[src/rtl/dc_sweep_pkg.sv]
// Shared types and helpers for the DC bias-sweep sequencer.
package dc_sweep_pkg;

  localparam int unsigned DEF_CODE_W        = 12;
  localparam int unsigned DEF_ADC_W         = 16;
  localparam int unsigned DEF_CNT_W         = 8;
  localparam int unsigned DEF_SETTLE_CYCLES = 16;

  typedef enum logic [2:0] {
    ST_IDLE,
    ST_LOAD,
    ST_SETTLE,
    ST_CONVERT,
    ST_WAIT_ADC,
    ST_EMIT,
    ST_DONE
  } sweep_state_e;

  // Unsigned add clamped to the all-ones value of a w-bit code (w <= 32).
  function automatic logic [31:0] sat_add(input logic [31:0] a, input logic [31:0] b,
                                          input int unsigned w);
    logic [32:0] sum;
    logic [32:0] lim;
    sum = {1'b0, a} + {1'b0, b};
    lim = (33'(1) << w) - 33'(1);
    return (sum > lim) ? lim[31:0] : sum[31:0];
  endfunction

endpackage

[src/rtl/sweep_index_counter.sv]
// One sweep axis: point index plus the matching saturating bias code.
module sweep_index_counter
  import dc_sweep_pkg::*;
#(
  parameter int unsigned CODE_W = DEF_CODE_W,
  parameter int unsigned CNT_W  = DEF_CNT_W
) (
  input  logic              clk,
  input  logic              rst,
  input  logic              i_cfg,
  input  logic [CNT_W-1:0]  i_count,
  input  logic [CODE_W-1:0] i_start_code,
  input  logic [CODE_W-1:0] i_step,
  input  logic              i_inc,
  input  logic              i_clear,
  output logic [CNT_W-1:0]  o_idx,
  output logic [CODE_W-1:0] o_code,
  output logic              o_last_c
);

  logic [CNT_W-1:0]  r_idx;
  logic [CNT_W-1:0]  r_last_idx;
  logic [CODE_W-1:0] r_start;
  logic [CODE_W-1:0] r_step;
  logic [CODE_W-1:0] r_code;
  logic [CODE_W-1:0] w_code_inc;

  assign w_code_inc = CODE_W'(sat_add(32'(r_code), 32'(r_step), CODE_W));

  // A zero count still measures a single point.
  always_ff @(posedge clk) begin
    if (rst) begin
      r_idx      <= '0;
      r_last_idx <= '0;
      r_start    <= '0;
      r_step     <= '0;
      r_code     <= '0;
    end else if (i_cfg) begin
      r_idx      <= '0;
      r_last_idx <= (i_count == '0) ? '0 : i_count - CNT_W'(1);
      r_start    <= i_start_code;
      r_step     <= i_step;
      r_code     <= i_start_code;
    end else if (i_clear) begin
      r_idx  <= '0;
      r_code <= r_start;
    end else if (i_inc) begin
      r_idx  <= r_idx + CNT_W'(1);
      r_code <= w_code_inc;
    end
  end

  assign o_idx    = r_idx;
  assign o_code   = r_code;
  assign o_last_c = (r_idx >= r_last_idx);

endmodule

[src/rtl/dc_sweep_sequencer.sv]
// Nested gate/drain bias sweep: load DACs, settle, convert, stream one record per point.
module dc_sweep_sequencer
  import dc_sweep_pkg::*;
#(
  parameter int unsigned CODE_W        = DEF_CODE_W,
  parameter int unsigned ADC_W         = DEF_ADC_W,
  parameter int unsigned CNT_W         = DEF_CNT_W,
  parameter int unsigned SETTLE_CYCLES = DEF_SETTLE_CYCLES
) (
  input  logic              clk,
  input  logic              rst,
  input  logic              start,
  input  logic              abort,
  input  logic [CODE_W-1:0] vg_start,
  input  logic [CODE_W-1:0] vg_step,
  input  logic [CNT_W-1:0]  vg_count,
  input  logic [CODE_W-1:0] vd_start,
  input  logic [CODE_W-1:0] vd_step,
  input  logic [CNT_W-1:0]  vd_count,
  output logic              busy,
  output logic              done,
  output logic [CODE_W-1:0] dac_vg,
  output logic [CODE_W-1:0] dac_vd,
  output logic              dac_load,
  output logic              adc_start,
  input  logic              adc_done,
  input  logic [ADC_W-1:0]  adc_data,
  output logic              res_valid,
  input  logic              res_ready,
  output logic [CNT_W-1:0]  res_vg_idx,
  output logic [CNT_W-1:0]  res_vd_idx,
  output logic [ADC_W-1:0]  res_id
);

  localparam int unsigned SET_W = $clog2(SETTLE_CYCLES + 1);

  sweep_state_e     r_state;
  sweep_state_e     w_state_nxt;
  logic             w_cfg;
  logic             w_vd_inc;
  logic             w_vd_clear;
  logic             w_vg_inc;
  logic             w_capture;
  logic             w_handshake;
  logic             w_vg_last;
  logic             w_vd_last;
  logic [CNT_W-1:0] w_vg_idx;
  logic [CNT_W-1:0] w_vd_idx;
  logic [SET_W-1:0] r_settle_cnt;

  logic              r_busy;
  logic              r_done;
  logic              r_dac_load;
  logic              r_adc_start;
  logic              r_res_valid;
  logic [CNT_W-1:0]  r_res_vg_idx;
  logic [CNT_W-1:0]  r_res_vd_idx;
  logic [ADC_W-1:0]  r_res_id;

  sweep_index_counter #(.CODE_W(CODE_W), .CNT_W(CNT_W)) u_vg_cnt (
    .clk          (clk),
    .rst          (rst),
    .i_cfg        (w_cfg),
    .i_count      (vg_count),
    .i_start_code (vg_start),
    .i_step       (vg_step),
    .i_inc        (w_vg_inc),
    .i_clear      (1'b0),
    .o_idx        (w_vg_idx),
    .o_code       (dac_vg),
    .o_last_c     (w_vg_last)
  );

  sweep_index_counter #(.CODE_W(CODE_W), .CNT_W(CNT_W)) u_vd_cnt (
    .clk          (clk),
    .rst          (rst),
    .i_cfg        (w_cfg),
    .i_count      (vd_count),
    .i_start_code (vd_start),
    .i_step       (vd_step),
    .i_inc        (w_vd_inc),
    .i_clear      (w_vd_clear),
    .o_idx        (w_vd_idx),
    .o_code       (dac_vd),
    .o_last_c     (w_vd_last)
  );

  assign w_handshake = r_res_valid && res_ready;

  always_ff @(posedge clk) begin
    if (rst) r_state <= ST_IDLE;
    else     r_state <= w_state_nxt;
  end

  // Next state and axis control; abort beats every normal transition.
  always_comb begin
    w_state_nxt = r_state;
    w_cfg       = 1'b0;
    w_vd_inc    = 1'b0;
    w_vd_clear  = 1'b0;
    w_vg_inc    = 1'b0;
    w_capture   = 1'b0;
    case (r_state)
      ST_IDLE: begin
        if (start) begin
          w_cfg       = 1'b1;
          w_state_nxt = ST_LOAD;
        end
      end
      ST_LOAD:    w_state_nxt = abort ? ST_DONE : ST_SETTLE;
      ST_SETTLE: begin
        if (abort)                                        w_state_nxt = ST_DONE;
        else if (r_settle_cnt == SET_W'(SETTLE_CYCLES - 1)) w_state_nxt = ST_CONVERT;
      end
      ST_CONVERT: w_state_nxt = abort ? ST_DONE : ST_WAIT_ADC;
      ST_WAIT_ADC: begin
        if (abort) begin
          w_state_nxt = ST_DONE;
        end else if (adc_done) begin
          w_capture   = 1'b1;
          w_state_nxt = ST_EMIT;
        end
      end
      ST_EMIT: begin
        if (abort) begin
          w_state_nxt = ST_DONE;
        end else if (w_handshake) begin
          if (!w_vd_last) begin
            w_vd_inc    = 1'b1;
            w_state_nxt = ST_LOAD;
          end else if (!w_vg_last) begin
            w_vg_inc    = 1'b1;
            w_vd_clear  = 1'b1;
            w_state_nxt = ST_LOAD;
          end else begin
            w_state_nxt = ST_DONE;
          end
        end
      end
      ST_DONE:    w_state_nxt = ST_IDLE;
      default:    w_state_nxt = ST_IDLE;
    endcase
  end

  // Outputs are registered from the upcoming state so they align with it.
  always_ff @(posedge clk) begin
    if (rst) begin
      r_busy       <= 1'b0;
      r_done       <= 1'b0;
      r_dac_load   <= 1'b0;
      r_adc_start  <= 1'b0;
      r_res_valid  <= 1'b0;
      r_res_vg_idx <= '0;
      r_res_vd_idx <= '0;
      r_res_id     <= '0;
      r_settle_cnt <= '0;
    end else begin
      r_busy       <= (w_state_nxt != ST_IDLE) && (w_state_nxt != ST_DONE);
      r_done       <= (w_state_nxt == ST_DONE);
      r_dac_load   <= (w_state_nxt == ST_LOAD);
      r_adc_start  <= (w_state_nxt == ST_CONVERT);
      r_res_valid  <= (w_state_nxt == ST_EMIT);
      r_settle_cnt <= (r_state == ST_SETTLE && w_state_nxt == ST_SETTLE) ?
                      r_settle_cnt + SET_W'(1) : '0;
      if (w_capture) begin
        r_res_vg_idx <= w_vg_idx;
        r_res_vd_idx <= w_vd_idx;
        r_res_id     <= adc_data;
      end
    end
  end

  assign busy       = r_busy;
  assign done       = r_done;
  assign dac_load   = r_dac_load;
  assign adc_start  = r_adc_start;
  assign res_valid  = r_res_valid;
  assign res_vg_idx = r_res_vg_idx;
  assign res_vd_idx = r_res_vd_idx;
  assign res_id     = r_res_id;

endmodule

[config.mk]
export PLATFORM = sky130hd
export DESIGN_NAME = dc_sweep_sequencer
export DESIGN_NICKNAME = d
export VERILOG_FILES = /design/src/rtl/dc_sweep_pkg.sv /design/src/rtl/sweep_index_counter.sv /design/src/rtl/dc_sweep_sequencer.sv
export SDC_FILE = /design/constraint.sdc
export NUM_CORES = 1
export LEC_CHECK = 0
export ABC_AREA = 1
export CAP_MARGIN = 20
export CORE_UTILIZATION = 50
export DETAILED_ROUTE_END_ITERATION = 16
export PLACE_DENSITY = 0.78
export SYNTH_ARGS = -nofsm -noshare
export SYNTH_HDL_FRONTEND = slang
export SYNTH_SLANG_ARGS = --single-unit
[constraint.sdc]
create_clock -name clk -period 3.25 [get_ports clk]
set_clock_uncertainty 0.05 [all_clocks]
set_input_delay 0.8125 -clock clk [delete_from_list [all_inputs] [get_ports clk]]
set_output_delay 0.8125 -clock clk [all_outputs]
set_load 0.005 [all_outputs]
# Word level (Yosys, flattened, before mapping)

Cells that the tools add are included.

$add $sub $neg: 7
$lt $le $gt $ge: 4
Equality and inequality tests: 12
Muxes and demuxes: 35
Bitwise gates (word level): 1
Reductions and logical operators: 12

Operators with widths:

| kind                 | number |
|---|---|
| $mux 12              | 7 |
| $mux 3               | 10 |
| $add 12x12->13       | 2 |
| $gt 13x12->1 const B | 2 |
| $pmux 3 s6           | 1 |
| $add 8x1->8 const B  | 2 |
| $ge 8x8->1           | 2 |
| $logic_not 8->1      | 2 |
| $mux 8               | 2 |
| $sub 8x1->8 const B  | 2 |
| $mux 1               | 14 |
| $eq 3x2->1 const B   | 4 |
| $eq 3x3->1 const B   | 4 |
| $eq 3x1->1 const B   | 2 |
| $reduce_bool 3->1    | 2 |
| $add 5x1->5 const B  | 1 |
| $eq 5x4->1 const B   | 1 |
| $reduce_or 2->1      | 2 |
| $logic_and 1x1->1    | 3 |
| $logic_not 3->1      | 1 |
| $ne 3x3->1 const B   | 1 |
| $reduce_or 3->1      | 1 |
| $mux 2               | 1 |
| $reduce_bool 2->1    | 1 |
| $not 1->1            | 1 |

Bits in registers: 137
Bits of input ports: 86
Output and inout bits: 61
Logic and storage cells: 90

# Logic depth before layout (Yosys ltp)

Gate-level depths: netlist of run 1.

Depth in word-level cells: 10
Mapped depth: 17
Gate-level depth less buffers: 17

# Cells and area by module

Synthesis of run 1 repeated with hierarchy kept, for this count alone.

Cell total of the unflattened synthesis: 1151
Area, all modules: 8027.7 um^2

Modules (own cells, without submodules):

| module                          | times used | cells each | area each (um^2) | sequential area each (um^2) |
|---|---|---|---|---|
| sweep_index_counter at u_vg_cnt | 1          | 461        | 3125.5           | 1041.0 |
| sweep_index_counter at u_vd_cnt | 1          | 457        | 3118.0           | 1041.0 |
| dc_sweep_sequencer              | 1          | 233        | 1784.2           | 900.9 |

# Least setup slack after synthesis of run 1

No wires, ideal clock.

Path type: input -> register
From: input vd_count[0]
To: register u_vd_cnt.r_last_idx[7]
Library setup time: 0.128 ns
Data arrival time: 1.853 ns
Data required time: 3.072 ns
Path slack: 1.219 ns
Stages on the path: 8
Buffers on the path: 0
Cells stage by stage: inv_1 > ha_1 > nand2_1 > or3_1 > nor2_1 > a21oi_1 > nand2_1 > o22ai_1

Longest elaborated chain between the ends: 2
Elaborated cells between the ends (all ways): 3

Ends and longest elaborated chain:

| what                                                  | line                      | RTL |
|---|---|---|
| from (decl)                                           | dc_sweep_sequencer.sv:19  | `input logic [CNT_W-1:0] vd_count,` |
| $sub 8x1->8 / $logic_not 8->1 (equally long branches) | sweep_index_counter.sv:40 | `r_last_idx <= (i_count == '0) ? '0 : i_count - CNT_W'(1);` |
| $mux 8 *                                              | sweep_index_counter.sv:40 |  |
| to (signal assigned)                                  | sweep_index_counter.sv:40 |  |
| to (decl)                                             | sweep_index_counter.sv:22 | `logic [CNT_W-1:0] r_last_idx;` |

Mark *: on every way between the ends. The rest lies on a longest branch, timed or not.
A chain may end at the register's enable or synchronous reset.

# Final worst setup path of run 1

From: register u_vd_cnt.r_code[5] (netlist: u_vd_cnt.o_code[5])
To: register u_vd_cnt.r_code[5] (netlist: u_vd_cnt.o_code[5])

Longest elaborated chain between the ends: 6

Ends and longest elaborated chain:

| what                   | line                      | RTL |
|---|---|---|
| from (decl)            | sweep_index_counter.sv:25 | `logic [CODE_W-1:0] r_code;` |
| from (signal assigned) | sweep_index_counter.sv:43 | `r_code <= i_start_code;` |
| from (signal assigned) | sweep_index_counter.sv:46 | `r_code <= r_start;` |
| from (signal assigned) | sweep_index_counter.sv:49 | `r_code <= w_code_inc;` |
| $add 12x12->13 *       | dc_sweep_pkg.sv:24        | `sum = {1'b0, a} + {1'b0, b};` |
| $gt 13x12->1           | dc_sweep_pkg.sv:26        | `return (sum > lim) ? lim[31:0] : sum[31:0];` |
| $mux 12 *              | dc_sweep_pkg.sv:26        |  |
| $mux 12 *              | sweep_index_counter.sv:47 | `end else if (i_inc) begin` |
| $mux 12 *              | sweep_index_counter.sv:44 | `end else if (i_clear) begin` |
| $mux 12 *              | sweep_index_counter.sv:38 | `end else if (i_cfg) begin` |

Mark *: on every way between the ends. The rest lies on a longest branch, timed or not. The select of a mux whose other input is x is not followed.

==> summary.txt, run 1 <==
Outcome
  – Status: finished, final reports clean

Synth
  – Cell Area, Synth: just over 7000 µm²
  – Average size of a mapped cell: about 7.5 µm²
  – Syn Inst Count: 970
  – Synthesis Warnings: 0
  – Synth unique cells: 47
  – Sequential fraction of the synthesis area: about 38%
  – Synthesis-stage register bit count: 137
  – Mapped Nets: between 1000 and 1500

Worst setup path
  – Worst Setup Start Kind: flip-flop
  – Buf/Inv on CP: 0
  – Crit path kind: flip-flop to flip-flop
  – CP most frequent cell: nor2_1
  – CP Capture Type: flip-flop
  – Slowest-stage cell, CP: nor2_1
  – Critical path's top delay family: simple AND/OR/NAND/NOR gates
  – Slowest cell delay on critical path: 620 ps
  – CP Data Arrival Time: between 2000 and 3000 ps
  – CP Max Fanout: 12
  – Critical Path RT: 3520 ps
  – Critical-path cell list: ha_1, a21oi_1, nor2_1, nor2_1, o21ai_0, nor2_1, nand3_1, nand2_1, a21oi_2

CTS
  – CTS Buffer Depth: 2
  – Postcts setup bufs: 0
  – CTS clk-pin slew, worst paths: roughly 60 ps
  – Skew-Pair Late Insertion Delay: around 440 ps
  – H-tree Lvls: 4
  – Root Buffer: clkbuf_16
  – TritonCTS Sinks: roughly 140
  – Post-CTS resize count: 0
  – Post-CTS Hold Buffers: 0
  – CTS tree: yes
  – CTS buffer count: 17

Drt
  – DR iter-0 viols: between 400 and 500
  – WL final: roughly 18000 µm
  – Vias per inst: around 5
  – DR pass1 iterations: 5
  – DR vias: around 6700
  – Post-DR wirelength/cell: 14.1 µm
  – Post-DRT Antenna Nets: 0
  – Drt drc: 0

Die
  – IO Pins: between 100 and 150
  – Die Y: ~120 µm
  – Core area: 14000 µm²
  – Die Area: approximately 15000 µm²
  – Starting density of the core: between 50% and 60%
  – Die width: between 100 and 150 µm
  – # rows: 43

Global route
  – M2 GR Usage: between 40% and 50%
  – Top Usage Layer GRT: met2
  – Met1 Resource Use GR: about 32%
  – Largest net degree at the start of global routing: 55
  – Initial antenna violation count: 0
  – First-pass GRT wire length: 29600 µm
  – Met3 global-route usage: under 10%
  – Gr ovfl total: 0
  – Tot GR Track Use: roughly a quarter
  – Vias in the first global route: roughly 6300

Timing
  – Tmin final: around 2400 ps
  – Setup tns final: 0 ps
  – # setup viols final: 0
  – F_max: 422 MHz
  – Unrepaired setup endpoints after global routing: no
  – Period Utilization, post-route: approximately 73%
  – Hold slack: 419 ps
  – Worst-Margin Slew: 806 ps
  – Fin. max-slew vios: 0
  – Headroom to the max-slew limit: a little under half
  – Final Hold Viols: 0

Cells and area
  – # nets final: around 1200
  – Synth-to-Final Area Change: 29.8%
  – Fillcell total: about 1200
  – Design area: ~9400 µm²
  – Multi-input gate area: slightly below 4000 µm²
  – Register area: roughly 2700 µm²
  – Layout cells sized above 1: between 8 and 9%

Place
  – Routability congestion estimate from global placement: slightly above 0.9
  – # port buffers: 146
  – Placed Area: slightly below 9000 µm²
  – Post-DP HPWL: 13100 µm

Power
  – Power density over cell area: approximately 590 nW/µm²
  – Leak pwr: 4.10 nW
  – VDD IR-drop max: around 0.45 mV

Hold path
  – Class of the worst hold path: flip-flop to flip-flop

Flow run
  – Max Cap Viol: 0
[cell type report]
cell class	count	area share (%)
antenna	1	0.0267
clock buffer	23	5.31
clock inverter	9	0.680
inverter	102	4.11
multi-input combinational	698	41.7
sequential	137	29.2
tap	180	2.40
timing repair buffer	155	16.6
[cell usage after synthesis, drive strengths merged]
| cell type | n | area [µm²] |
|---|---|---|
| a21o | 4 | 30.0 |
| a21oi | 69 | 383 |
| a31oi | 1 | 6.26 |
| and3 | 1 | 6.26 |
| buf | 16 | 124 |
| clkbuf | 17 | 63.8 |
| clkinv | 2 | 7.51 |
| dfxtp | 137 | 2740 |
| fa | 2 | 40.0 |
| ha | 46 | 576 |
| inv | 100 | 378 |
| nand2 | 188 | 731 |
| nand3 | 40 | 220 |
| nand3b | 1 | 7.51 |
| nand4 | 13 | 93.8 |
| nor2 | 151 | 632 |
| nor3 | 17 | 96.4 |
| nor3b | 2 | 20.0 |
| o211a | 1 | 10.0 |
| o211ai | 8 | 80.1 |
| o21a | 2 | 15.0 |
| o21ai | 84 | 435 |
| o21bai | 14 | 105 |
| o221ai | 3 | 26.3 |
| o22ai | 14 | 87.6 |
| or3 | 4 | 25.0 |
| xnor2 | 7 | 61.3 |
| xor2 | 26 | 228 |
[where the power goes]
group | total, mW | switching, mW | internal, mW
clock | 1.82 | 0.743 | 1.07
sequential | 2.02 | 0.136 | 1.89
combinational | 1.72 | 0.980 | 0.743
total | 5.56 | 1.86 | 3.70
[per-stage QoR]
stage	power [mW]	setup slack (ps)	cells	utilization (%)
2_1_floorplan	3.19	1220	970	-
3_3_place_gp	3.73	549	1272	63.1
3_5_place_dp	3.76	472	1272	63.1
4_1_cts	5.57	890	1304	67.1
5_1_grt	5.88	683	1304	67.1
6_report	5.56	878	1305	67.1
[final timing paths]
| check | from | end | slack [ps] | cells after the start |
|---|---|---|---|---|
| worst min-delay path | r_settle_cnt[0]$_SDFF_PP0_ | r_settle_cnt[0]$_SDFF_PP0_ | 420 | 1 |
| worst max register to register | u_vd_cnt.o_code[5]$_SDFFE_PP0P_ | u_vd_cnt.o_code[5]$_SDFFE_PP0P_ | 880 | 9 |
| worst max-delay path | u_vd_cnt.o_code[5]$_SDFFE_PP0P_ | u_vd_cnt.o_code[5]$_SDFFE_PP0P_ | 880 | 9 |
| worst min register to register | r_settle_cnt[0]$_SDFF_PP0_ | r_settle_cnt[0]$_SDFF_PP0_ | 420 | 1 |
[cell families after synthesis]
kind of cell	synth area share (%)
simple gates	25.3
flops	37.9
buf+inv	7.93
xor+xnor	4.00
fa+ha+maj	8.51
compound gates	16.3
[flip-flops by register name, indices dropped and copies added (netlist names), 12 cells and up]
name              cells
u_vd_cnt.r_step      12
u_vg_cnt.r_step      12
u_vd_cnt.o_code      12
u_vg_cnt.o_code      12
u_vd_cnt.r_start     12
res_id               16
[routing by layer]
metal	vias up	wire, µm
li1	3472	-
met1	3019	8380
met2	183	8530
met3	31	1150
met4	0	278
met5	-	0
[placed cells by master (no fill, tap or decap), types with 3 or more instances in the layout]
cell type,instances
clkdlybuf4s50_1,146
o211ai_1,4
xnor2_1,7
o21ai_1,8
nor2_1,142
o21ai_0,72
clkinvlp_4,3
a21o_1,4
o21bai_1,14
a21oi_2,10
clkbuf_16,17
nand3_1,36
o21ai_2,4
o211ai_2,4
nand2_1,182
clkbuf_8,5
nand4_1,11
a21oi_1,59
clkinv_2,3
inv_2,10
inv_1,90
nand2_2,4
nor3_1,16
dfxtp_1,137
nand3_2,4
nor2_4,3
ha_1,46
o22ai_1,14
buf_4,7
o221ai_1,3
or3_1,4
nor2_2,4
xor2_1,26
No activity file was read; power rests on OpenSTA's default activity.
==> inputs of run 2 (changes only) <==
- clock period: 3.25 -> 2.45 ns (I/O delays scaled with it)
==> summary.txt, run 2 (synthesis gave the netlist of run 1 again) <==
Timing
  – Hold slack: 423 ps (+4.59 ps)
  – Fin. max-slew vios: 0 (unchanged)
  – Period Utilization, post-route: 92.1% (+19 points)
  – Headroom to the max-slew limit: 63.2% (+17 points)
  – Setup ws final: 195 ps (-683 ps)
  – # setup viols final: 0 (unchanged)
  – Worst-Margin Slew: 551 ps (-256 ps)
  – Tmin final: 2260 ps (-117 ps)
  – Final Hold Viols: 0 (unchanged)
  – Unrepaired setup endpoints after global routing: no
  – F_max: 443 MHz (+5.2%)
  – Setup tns final: 0 ps (unchanged)

Drt
  – DR vias: 6879 (+2.6%)
  – DR pass1 iterations: 5 (unchanged)
  – Vias per inst: 5.22 (+1.6%)
  – WL final: 18400 µm (+0.54%)
  – Met3 WL: 1260 µm (+8.9%)
  – Post-DR wirelength/cell: 14.0 µm (-0.45%)
  – DR WL met2: 8620 µm (+1.0%)
  – DR top layer: met4
  – DR iter-0 viols: 420 (+2.9%)
  – Post-DRT Antenna Nets: 0 (unchanged)
  – M1 wire length: 8250 µm (-1.5%)
  – Drt drc: 0 (unchanged)

Die
  – Core area: 14000 µm² (unchanged)
  – Die width: 122 µm (unchanged)
  – IO Pins: 147 (unchanged)
  – # rows: 43 (unchanged)
  – Starting density of the core: 51.7% (unchanged)
  – Die Y: 122 µm (unchanged)
  – Die Area: 14900 µm² (unchanged)

Worst setup path
  – CP Max Fanout: 8 (-4)
  – CP most frequent cell: nand2_1
  – Worst Setup Start Kind: flip-flop
  – CP Data Arrival Time: 2560 ps (-80 ps)
  – Critical-path cell list: ha_1, inv_1, fa_1, o21ai_1, nand2_1, nand2_1, nand3b_1, nand2_1, inv_2, nand2_1, o211ai_2, o21ai_2
  – Slowest-stage cell, CP: fa_1
  – Crit path kind: flip-flop to flip-flop
  – Slowest cell delay on critical path: 430 ps (-190 ps)
  – CP Capture Type: flip-flop
  – Critical Path RT: 2750 ps (-770 ps)

Cells and area
  – Fillcell total: 1208 (+3.3%)
  – Core Util, Final: 68.4% (+1.3 points)
  – N_diodes: 0 (-1)
  – Multi-input gate area: 3920 µm² (about the same)
  – Layout cells sized above 1: 9.23% (+1.0 points)
  – Register area: 2740 µm² (unchanged)
  – Largest register FFs: 16 (unchanged)
  – Most common cell after layout, fill and taps aside: nand2_1
  – Design area: 9570 µm² (+2.0%)
  – Commonest cells after routing, fill and taps aside: nand2_1 (182), clkdlybuf4s50_1 (146), nor2_1 (141)
  – Post-route insts no fill: 1318 (+1.0%)
  – Synth-to-Final Area Change: 32.4%
  – # nets final: 1259 (+1.1%)

Place
  – Routability congestion estimate from global placement: 0.905 (-1.4%)
  – # port buffers: 146 (unchanged)
  – Pre-CTS setup slack: 34.2 ps (-438 ps)
  – Post-DP HPWL: 13400 µm (+2.5%)
  – Placed Area: 8950 µm² (+1.5%)
  – Placed cell count: 1286 (+1.1%)

Global route
  – Vias in the first global route: 6561 (+3.5%)
  – Largest net degree at the start of global routing: 37 (-33%)
  – Tot GR Track Use: 25.9% (+0.51 points)
  – Gr ovfl total: 0 (unchanged)
  – First-pass GRT wire length: 30500 µm (+2.9%)
  – Initial antenna violation count: 0 (unchanged)

CTS
  – Postcts setup bufs: 0 (unchanged)
  – Root Buffer: clkbuf_16
  – TritonCTS Sinks: 137 (unchanged)
  – CTS buffer count: 17 (unchanged)
  – CTS tree: yes
  – H-tree Lvls: 4 (unchanged)
  – CTS Buffer Depth: 2 (unchanged)
  – CTS clk-pin slew, worst paths: 60 ps (about the same)
  – Post-CTS Hold Buffers: 0 (unchanged)
  – Post-CTS resize count: 0 (unchanged)
  – Skew-Pair Late Insertion Delay: 420 ps (-20 ps)

Power
  – Internal power: 5.22 mW (+41%)
  – Comb pwr share: 30.7% (-0.3 points)
  – Clock power share: 34.4% (+1.7 points)
  – Leak pwr: 4.20 nW (+2.4%)
  – Switching share of power: 31.9% (-1.5 points)
  – Power density over cell area: 802 nW/µm² (+35%)
  – VDD IR-drop max: 0.549 mV (+22%)
  – Seq pwr share: 34.9% (-1.5 points)
  – Switching component of the power: 2.45 mW (+32%)
  – Tot Pwr: 7.67 mW (+38%)

Hold path
  – Class of the worst hold path: flip-flop to flip-flop

Flow run
  – Max Cap Viol: 0 (unchanged)

Outcome
  – Status: finished, final reports clean
run 2: cell types whose count changed in the layout (fill, tap and decap cells not counted), moves of 2 or more:
cell       before  now
buf_12          2    4
clkbuf_8        5    3
buf_4           7   19
clkinv_2        3    0
bufinv_16       0    3
clkbuf_1        1    3
run 2: final timing paths:
check,start,to,slack (ps),cells past startpoint
worst max register to register,u_vg_cnt.o_code[0]$_SDFFE_PP0P_,u_vg_cnt.o_code[2]$_SDFFE_PP0P_,190,12
worst max-delay path,u_vg_cnt.o_code[0]$_SDFFE_PP0P_,u_vg_cnt.o_code[2]$_SDFFE_PP0P_,190,12
worst min register to register,u_vd_cnt.r_start[4]$_SDFFE_PP0P_,u_vd_cnt.r_start[4]$_SDFFE_PP0P_,420,2
worst min-delay path,u_vd_cnt.r_start[4]$_SDFFE_PP0P_,u_vd_cnt.r_start[4]$_SDFFE_PP0P_,420,2
run 2: layout make-up:
cell class,count,share of cell area [%]
Clock buffer,23,4.99
Clock inverter,9,1.45
Inverter,102,4.03
Multi-Input combinational cell,698,40.9
Sequential cell,137,28.7
Tap cell,180,2.35
Timing Repair Buffer,169,17.6
run 2: power groups by stage:
stage | clock, mW | combinational [mW] | sequential, mW
after floorplan | 0 | 1.53 | 2.69
after global placement | 0 | 2.29 | 2.72
after detailed placement | 0 | 2.32 | 2.72
after CTS | 2.67 | 2.35 | 2.68
after global routing | 2.78 | 2.64 | 2.71
final | 2.64 | 2.35 | 2.68
run 2: per-layer routing:
layer / track usage (%) / vias up
li1: - / 3516
met1: 31.7 / 3131
met2: 43.6 / 205
met3: 6.46 / 27
met4: 9.38 / 0
met5: 0 / -
run 2: critical path: cells and delay by family, from the launching register on:
kind            cells  cell delay [ps]
fa+ha+maj           2              620
simple gates        5              510
compound gates      3              470
flops               1              360
buf+inv             2              180
